`config.mk`:
```
export PLATFORM = sky130hd
export DESIGN_NAME = pwm_rx
export DESIGN_NICKNAME = d
export VERILOG_FILES = /design/src/rtl/pwm_pkg.sv /design/src/rtl/pwm_rx_sync_edge.sv /design/src/rtl/pwm_rx.sv
export SDC_FILE = /design/constraint.sdc
export NUM_CORES = 1
export LEC_CHECK = 0
export BUFFER_PORTS_ARGS = -buffer_cell sky130_fd_sc_hd__buf_2
export CAP_MARGIN = 20
export CORE_MARGIN = 2
export CORE_UTILIZATION = 55
export CTS_BUF_LIST = sky130_fd_sc_hd__clkbuf_8 sky130_fd_sc_hd__clkbuf_16
export DETAILED_ROUTE_END_ITERATION = 10
export PLACE_DENSITY = 0.79
export REMOVE_ABC_BUFFERS = 1
export SYNTH_ARGS = -nofsm -noshare
export SYNTH_HDL_FRONTEND = slang
export SYNTH_HIERARCHICAL = 1
export SYNTH_SLANG_ARGS = --single-unit
```
`constraint.sdc`:
```
create_clock -name clk -period 4.1 [get_ports clk]
set_input_delay 0.615 -clock clk [delete_from_list [all_inputs] [get_ports clk]]
set_output_delay 0.615 -clock clk [all_outputs]
set_load 0.01 [all_outputs]
```
`src/rtl/pwm_pkg.sv`:
```
// Shared PWM definitions: receiver FSM encoding and the default widths/limits
// that the generator and the receiver agree on.
package pwm_pkg;

    // Counter and measured-word width, same units as the generator's D/period words.
    localparam int unsigned PWM_CNT_W       = 26;

    // Flip-flops in front of the edge register on an asynchronous input.
    localparam int unsigned PWM_SYNC_STAGES = 2;

    // Cycles without a completed period before a measurement is dropped.
    // Also the longest period the generator is allowed to program.
    localparam int unsigned PWM_TIMEOUT     = 1000000;

    // Receiver measurement FSM.
    typedef enum logic [1:0] {
        ST_IDLE = 2'd0,
        ST_HIGH = 2'd1,
        ST_LOW  = 2'd2
    } pwm_rx_state_e;

endpackage : pwm_pkg

```
`src/rtl/pwm_rx_sync_edge.sv`:
```
// Synchronizer chain plus one edge register; reports single-cycle rise/fall
// pulses of an asynchronous input. Reusable by any receiver block.
module sync_edge #(
    parameter int unsigned SYNC_STAGES = 2
) (
    input  logic clk,
    input  logic rst_n,
    input  logic din,
    output logic rise_c,
    output logic fall_c
);

    logic [SYNC_STAGES-1:0] sync_q;
    logic [SYNC_STAGES-1:0] sync_d;
    logic                   prev_q;
    logic                   prev_d;

    // Shift din through the chain; the edge register remembers the last synchronized level.
    always_comb begin
        sync_d = {sync_q[SYNC_STAGES-2:0], din};
        prev_d = sync_q[SYNC_STAGES-1];
    end

    // Synchronizer and edge register flops.
    always_ff @(posedge clk or negedge rst_n) begin
        if (!rst_n) begin
            sync_q <= '0;
            prev_q <= 1'b0;
        end else begin
            sync_q <= sync_d;
            prev_q <= prev_d;
        end
    end

    // Edge pulses compare the synchronized level with the edge register.
    always_comb begin
        rise_c = sync_q[SYNC_STAGES-1] & ~prev_q;
        fall_c = ~sync_q[SYNC_STAGES-1] & prev_q;
    end

endmodule : sync_edge

```
`src/rtl/pwm_rx.sv`:
```
// PWM/VPPM receiver: measures high time and rise-to-rise period of a pulse
// train in clk cycles, strobing valid on each completed period and timeout
// when no period completes within TIMEOUT cycles.
module pwm_rx
    import pwm_pkg::*;
#(
    parameter int unsigned CNT_W       = PWM_CNT_W,
    parameter int unsigned SYNC_STAGES = PWM_SYNC_STAGES,
    parameter int unsigned TIMEOUT     = PWM_TIMEOUT
) (
    input  logic             clk,
    input  logic             rst_n,
    input  logic             en,
    input  logic             din,
    output logic [CNT_W-1:0] high_cnt,
    output logic [CNT_W-1:0] period_cnt,
    output logic             valid,
    output logic             timeout,
    output logic             busy
);

    localparam logic [CNT_W-1:0] CNT_ONE   = CNT_W'(1);
    localparam logic [CNT_W-1:0] TIMEOUT_C = CNT_W'(TIMEOUT);

    pwm_rx_state_e    state_q, state_d;
    logic [CNT_W-1:0] hcnt_q, hcnt_d;
    logic [CNT_W-1:0] pcnt_q, pcnt_d;
    logic [CNT_W-1:0] high_cnt_q, high_cnt_d;
    logic [CNT_W-1:0] period_cnt_q, period_cnt_d;
    logic             valid_q, valid_d;
    logic             timeout_q, timeout_d;
    logic             busy_q, busy_d;

    logic             rise_c;
    logic             fall_c;
    logic             at_limit_c;

    // Synchronize din and detect its edges.
    sync_edge #(
        .SYNC_STAGES (SYNC_STAGES)
    ) u_sync_edge (
        .clk    (clk),
        .rst_n  (rst_n),
        .din    (din),
        .rise_c (rise_c),
        .fall_c (fall_c)
    );

    // Period counter has run out; pcnt never passes TIMEOUT so it cannot wrap.
    assign at_limit_c = (pcnt_q == TIMEOUT_C);

    // Next-state, counter and strobe logic. A rise in LOW beats the timeout.
    always_comb begin
        state_d      = state_q;
        hcnt_d       = hcnt_q;
        pcnt_d       = pcnt_q;
        high_cnt_d   = high_cnt_q;
        period_cnt_d = period_cnt_q;
        valid_d      = 1'b0;
        timeout_d    = 1'b0;

        if (!en) begin
            state_d = ST_IDLE;
            hcnt_d  = '0;
            pcnt_d  = '0;
        end else begin
            case (state_q)
                ST_IDLE: begin
                    // First rise only arms the measurement.
                    if (rise_c) begin
                        state_d = ST_HIGH;
                        hcnt_d  = CNT_ONE;
                        pcnt_d  = CNT_ONE;
                    end
                end
                ST_HIGH: begin
                    if (at_limit_c) begin
                        state_d   = ST_IDLE;
                        hcnt_d    = '0;
                        pcnt_d    = '0;
                        timeout_d = 1'b1;
                    end else begin
                        pcnt_d = pcnt_q + CNT_ONE;
                        if (fall_c) begin
                            state_d = ST_LOW;
                        end else begin
                            hcnt_d = hcnt_q + CNT_ONE;
                        end
                    end
                end
                ST_LOW: begin
                    if (rise_c) begin
                        // Publish and restart with no dead cycle.
                        high_cnt_d   = hcnt_q;
                        period_cnt_d = pcnt_q;
                        valid_d      = 1'b1;
                        state_d      = ST_HIGH;
                        hcnt_d       = CNT_ONE;
                        pcnt_d       = CNT_ONE;
                    end else if (at_limit_c) begin
                        state_d   = ST_IDLE;
                        hcnt_d    = '0;
                        pcnt_d    = '0;
                        timeout_d = 1'b1;
                    end else begin
                        pcnt_d = pcnt_q + CNT_ONE;
                    end
                end
                default: begin
                    state_d = ST_IDLE;
                    hcnt_d  = '0;
                    pcnt_d  = '0;
                end
            endcase
        end

        busy_d = (state_d != ST_IDLE);
    end

    // State, counters and registered outputs.
    always_ff @(posedge clk or negedge rst_n) begin
        if (!rst_n) begin
            state_q      <= ST_IDLE;
            hcnt_q       <= '0;
            pcnt_q       <= '0;
            high_cnt_q   <= '0;
            period_cnt_q <= '0;
            valid_q      <= 1'b0;
            timeout_q    <= 1'b0;
            busy_q       <= 1'b0;
        end else begin
            state_q      <= state_d;
            hcnt_q       <= hcnt_d;
            pcnt_q       <= pcnt_d;
            high_cnt_q   <= high_cnt_d;
            period_cnt_q <= period_cnt_d;
            valid_q      <= valid_d;
            timeout_q    <= timeout_d;
            busy_q       <= busy_d;
        end
    end

    assign high_cnt   = high_cnt_q;
    assign period_cnt = period_cnt_q;
    assign valid      = valid_q;
    assign timeout    = timeout_q;
    assign busy       = busy_q;

endmodule : pwm_rx
```
Yosys cells after proc, flatten, opt, wreduce, memory -nomap -nowiden
Index checks and enable logic that the tools add are counted.
{ "totals": {"reg_bits": 112, "out_inout_bits": 55} }
{ "op_classes": {"addsub": 2, "eq_ne": 6, "muxes": 25, "bitwise": 4, "n_reduce_logical": 4} }
{ "ops": {"columns": ["cell", "n"], "rows": [
  ["$mux 26", 9],
  ["$pmux 26 s3", 2],
  ["$add 26x1->26 const B", 2],
  ["$eq 26x20->1 const B", 1],
  ["$mux 2", 6],
  ["$ne 4x4->1 const B", 2],
  ["$mux 1", 6],
  ["$pmux 2 s3", 1],
  ["$reduce_and 3->1", 2],
  ["$ne 3x3->1 const B", 1],
  ["$and 1x1->1", 2],
  ["$eq 2x1->1 const B", 1],
  ["$eq 2x2->1 const B", 1],
  ["$logic_not 2->1", 1],
  ["$not 1->1", 2],
  ["$pmux 1 s2", 1],
  ["$reduce_bool 2->1", 1]
]} }

Logic depth before layout (Yosys ltp)
{ "logic_depth": {"ltp_word": 7, "mapped_depth": 10, "depth_no_buf": 7} }

Modules after synthesis
Netlist, hierarchy kept.
{ "modules_own_cells": {"columns": ["module", "n_inst", "cells_per_inst", "area_per_inst_um2", "seq_area_each_um2"], "rows": [
  ["pwm_rx", 1, 499, 5308.8, 2727.6],
  ["sync_edge", 1, 5, 90.1, 75.1]
]} }

Least setup slack after synthesis
Ideal clock, no wire load.
{ "synth_timing": {"path_kind": "input-to-reg", "start": "input port en", "end": "register pcnt_q[25]", "setup_time_ps": 132, "arrival_time_ps": 2202, "setup_slack_ps": 1766, "path_stages": 8, "path_cell_list": "buf_2 and3b_1 buf_2 or4b_4 buf_6 nor4_2 xnor2_1 nor2_1"} }
{ "synth_via": {"elab_chain_len": 1, "elab_cells_between_ends": 2, "cone_classes": "1 x eq/ne; 1 x mux"} }
{ "synth_lines": {"columns": ["element", "line_no", "source"], "rows": [
  ["start, declared", "pwm_rx.sv:13", "input logic en,"],
  ["$ne 3x3->1 (no line) or $mux 26 (tied branches)", null, null],
  ["end signal, assigned", "pwm_rx.sv:134", "pcnt_q <= pcnt_d;"],
  ["end, declared", "pwm_rx.sv:27", "logic [CNT_W-1:0] pcnt_q, pcnt_d;"]
]} }
Parallel ways exist; a longest one is shown, timed or not.
A chain may end at the register's enable or synchronous reset.

Final worst setup path
{ "layout_timing": {"start": "register u_sync_edge.sync_q[1]", "end": "register hcnt_q[13]"} }
{ "layout_via": {"elab_chain_len": 4, "elab_cells_between_ends": 10, "cone_classes": "3 x eq/ne; 3 x mux; 3 x bitwise; 1 x reduce/logical"} }
{ "layout_lines": {"columns": ["element", "line_no", "source"], "rows": [
  ["start, declared", "pwm_rx_sync_edge.sv:13", "logic [SYNC_STAGES-1:0] sync_q;"],
  ["start signal, assigned", "pwm_rx_sync_edge.sv:30", "sync_q <= sync_d;"],
  ["$and 1x1->1 *", "pwm_rx_sync_edge.sv:37", "rise_c = sync_q[SYNC_STAGES-1] & ~prev_q;"],
  ["via rise_c", "pwm_rx.sv:34", "logic rise_c;"],
  ["$mux 26", "pwm_rx.sv:92", "if (rise_c) begin"],
  ["$pmux 26 s3", "pwm_rx.sv:67", "case (state_q)"],
  ["$mux 26", "pwm_rx.sv:62", "if (!en) begin"],
  ["end signal, assigned", "pwm_rx.sv:133", "hcnt_q <= hcnt_d;"],
  ["end, declared", "pwm_rx.sv:26", "logic [CNT_W-1:0] hcnt_q, hcnt_d;"]
]} }
Mark *: on every way through the listed nets, which the timed path passes. The rest lies on a longest branch.

==> run summary <==
Most used cell along the critical path: nor2b_1
Pleak: 0.00284 uW
EDFF count, synth: 0
CTS tree: done
Final worst path period need: 2.70 ns
Synth Cell Area: 5400 um2
Placed insts: 671
Wire length per cell: 15.5 um
Sequential area share after synthesis: 51.9%
Antenna violations before repair: 0
Die area: 10600 um2
Max-cap viol count: 0
Global Route Usage Sum: 21.6%
Post-CTS Setup Bufs: 0
Final setup fails: 0
FF+latch count, synth: 112
Vias in the first global route: 3764
Fmax: 0.370 GHz
Worst Setup SP: u_sync_edge/sync_q[1]
Pin count of the biggest net entering global routing: 90
GPL Wtd Cong: 0.880
Unique masters post-synth: 58
CTS sink count: 112
R2R cell count: 7
Routed Antenna Nets: 0
Final period util: 65.9%
Die Span X: 103 um
Area grow syn2layout: 11.5%
Die H: 103 um
Final std cells w/o fill: 689
Clock buffer depth: 2
Worst R2R End: hcnt_q[13]
Post-cts resize count: 0
Slew headroom: 38.9%
Hold Vio Cnt, Final: 0
Total Neg Setup Slack: 0 ns
Hold_ws: 0.118 ns
Fin worst setup slack: 1.40 ns
CP Cell Sequence: nor2b_1 -> nor2b_1 -> nand2b_1 -> o311ai_4 -> buf_4 -> a41oi_1 -> a31oi_1
WP data arrival: 3.01 ns
Count of port buffers added during placement: 58
PwrDens: 329 nW/um2
Setup Slack @ Placement: 1.29 ns
Sequential cell area: 2800 um2
WL final: 10.7 mm
Number of vias per cell: 5.89
Measured slew at the worst slew-check pin: 0.915 ns
FF-to-FF Start: u_sync_edge/sync_q[1]
RSZ-0062 raised after global routing: false
Most common cell after layout, fill and taps aside: dfrtp_1
Final Slew Violations: 0
Reg clk slew, reported paths: 0.10 ns
Diodes inserted: 0
Yosys warns: 6
Vias post-DR: 4060
Multi-input logic area: 2410 um2
CTS H-tree depth: 3
Fillers: 809
Num CTS Buffers: 9
Reg2reg setup slack: 1.40 ns
Core area: 9640 um2
Remaining DRCs: 0
Synth Instances: 504
Crit path kind: reg -> reg
CTS Root Buffer Type: clkbuf_8
Pre-antenna DRT Iters: 5
Hold crit path type: in -> async
Most frequent cells in the layout: dfrtp_1, buf_2, nand2_1
Share of cells above drive strength 1: 25.5%
Starting Density: 56.0%
CP max FO: 23
First-pass GRT wire length: 17.8 mm
Crit path capture type: register
Mean Syn Cell Area: 10.7 um2
GRT overflow: 0
Top cell family by delay on the critical path: compound AO/OA/AOI/OAI gates
Crit path buf inv count: 1
Worst path max stage delay: 0.78 ns
Post-CTS Hold Buffers: 0
Worst endpoint required time: 4.41 ns
IO Pins: 59
Critical Path Start Type: register
Final Net Count: 562
Clk_lat worst skew: 0.39 ns
Num rows: 36
DR iter-0 viols: 254
Max VDD drop: 192 uV
CP max-delay cell: o311ai_4
Top FF cell, synth: dfrtp_1
Status: finished, final reports clean
Final core occ: 62.5%
Hpwl dp: 7.34 mm
Async SR Flop Fraction: 100%
Setup Skew: 0.0143 ns
cell families (layout without fill, tap and decap cells):
| family | after synthesis | after routing | share of synthesized area, % |
|---|---|---|---|
| simple gates | 178 | 178 | 18.3 |
| flops | 112 | 112 | 51.9 |
| compound gates | 103 | 103 | 12.8 |
| buf+inv | 44 | 96 | 3.62 |
| mux | 43 | 43 | 8.97 |
| xor+xnor | 17 | 17 | 2.76 |
| fa+ha+maj | 7 | 7 | 1.62 |
stage by stage:
stage | instance area, um2 | power, uW
finish | 6020 | 1980
global route | 6020 | 2060
CTS | 5980 | 1990
detailed placement | 5760 | 1290
global placement | 5760 | 1280
floorplan | 5260 | 1230
final cells by class:
class | count | share of cell area [%]
Clock buffer | 9 | 2.06
Tap cell | 133 | 2.76
Clock inverter | 7 | 1.56
Multi-Input combinational cell | 348 | 40.0
Inverter | 16 | 0.997
Sequential cell | 112 | 46.5
Timing Repair Buffer | 64 | 6.07
metal layers:
metal	track usage, %	vias up	routed length [um]
met5	0	-	0
met4	10.6	0	247
met3	3.05	19	456
met2	32.0	108	4870
met1	31.4	2001	5080
li1	-	1932	-
synth_stat cells (all sizes together) (12+ instances only):
library cell | count | area [um2]
dfrtp | 112 | 2800
nand2 | 47 | 184
mux2 | 43 | 484
o21ai | 33 | 165
nor2 | 30 | 113
a31oi | 26 | 169
nand3 | 18 | 90.1
nor3 | 17 | 85.1
clkbuf | 16 | 60.1
inv | 16 | 60.1
buf | 12 | 75.1
xnor2 | 12 | 105
flip-flops by register name, summed over array words and instances (netlist names):
signal,count
period_cnt,26
u_sync_edge/prev_q,1
timeout,1
valid,1
pcnt_q,26
high_cnt,26
state_q,2
busy,1
hcnt_q,26
u_sync_edge/sync_q,2
worst max-delay path by stage:
| stage | end | slack (ns) | depth (start not counted) |
|---|---|---|---|
| 3_5_place_dp | hcnt_q[18] | 1.29 | 6 |
| 2_1_floorplan | high_cnt[0] | 1.23 | 3 |
| 3_3_place_gp | hcnt_q[22] | 1.44 | 6 |
| 4_1_cts | hcnt_q[13] | 1.42 | 7 |
| 6_report | hcnt_q[13] | 1.40 | 7 |
| 5_1_grt | hcnt_q[10] | 1.25 | 7 |
power breakdown:
group          internal (uW)  total, uW  leakage [uW]  switching (uW)
clock                    344        711      0.000106             367
sequential              1120       1130       0.00155            13.0
combinational           44.0        140       0.00118            95.6
Power figures use the tool's default switching activity.
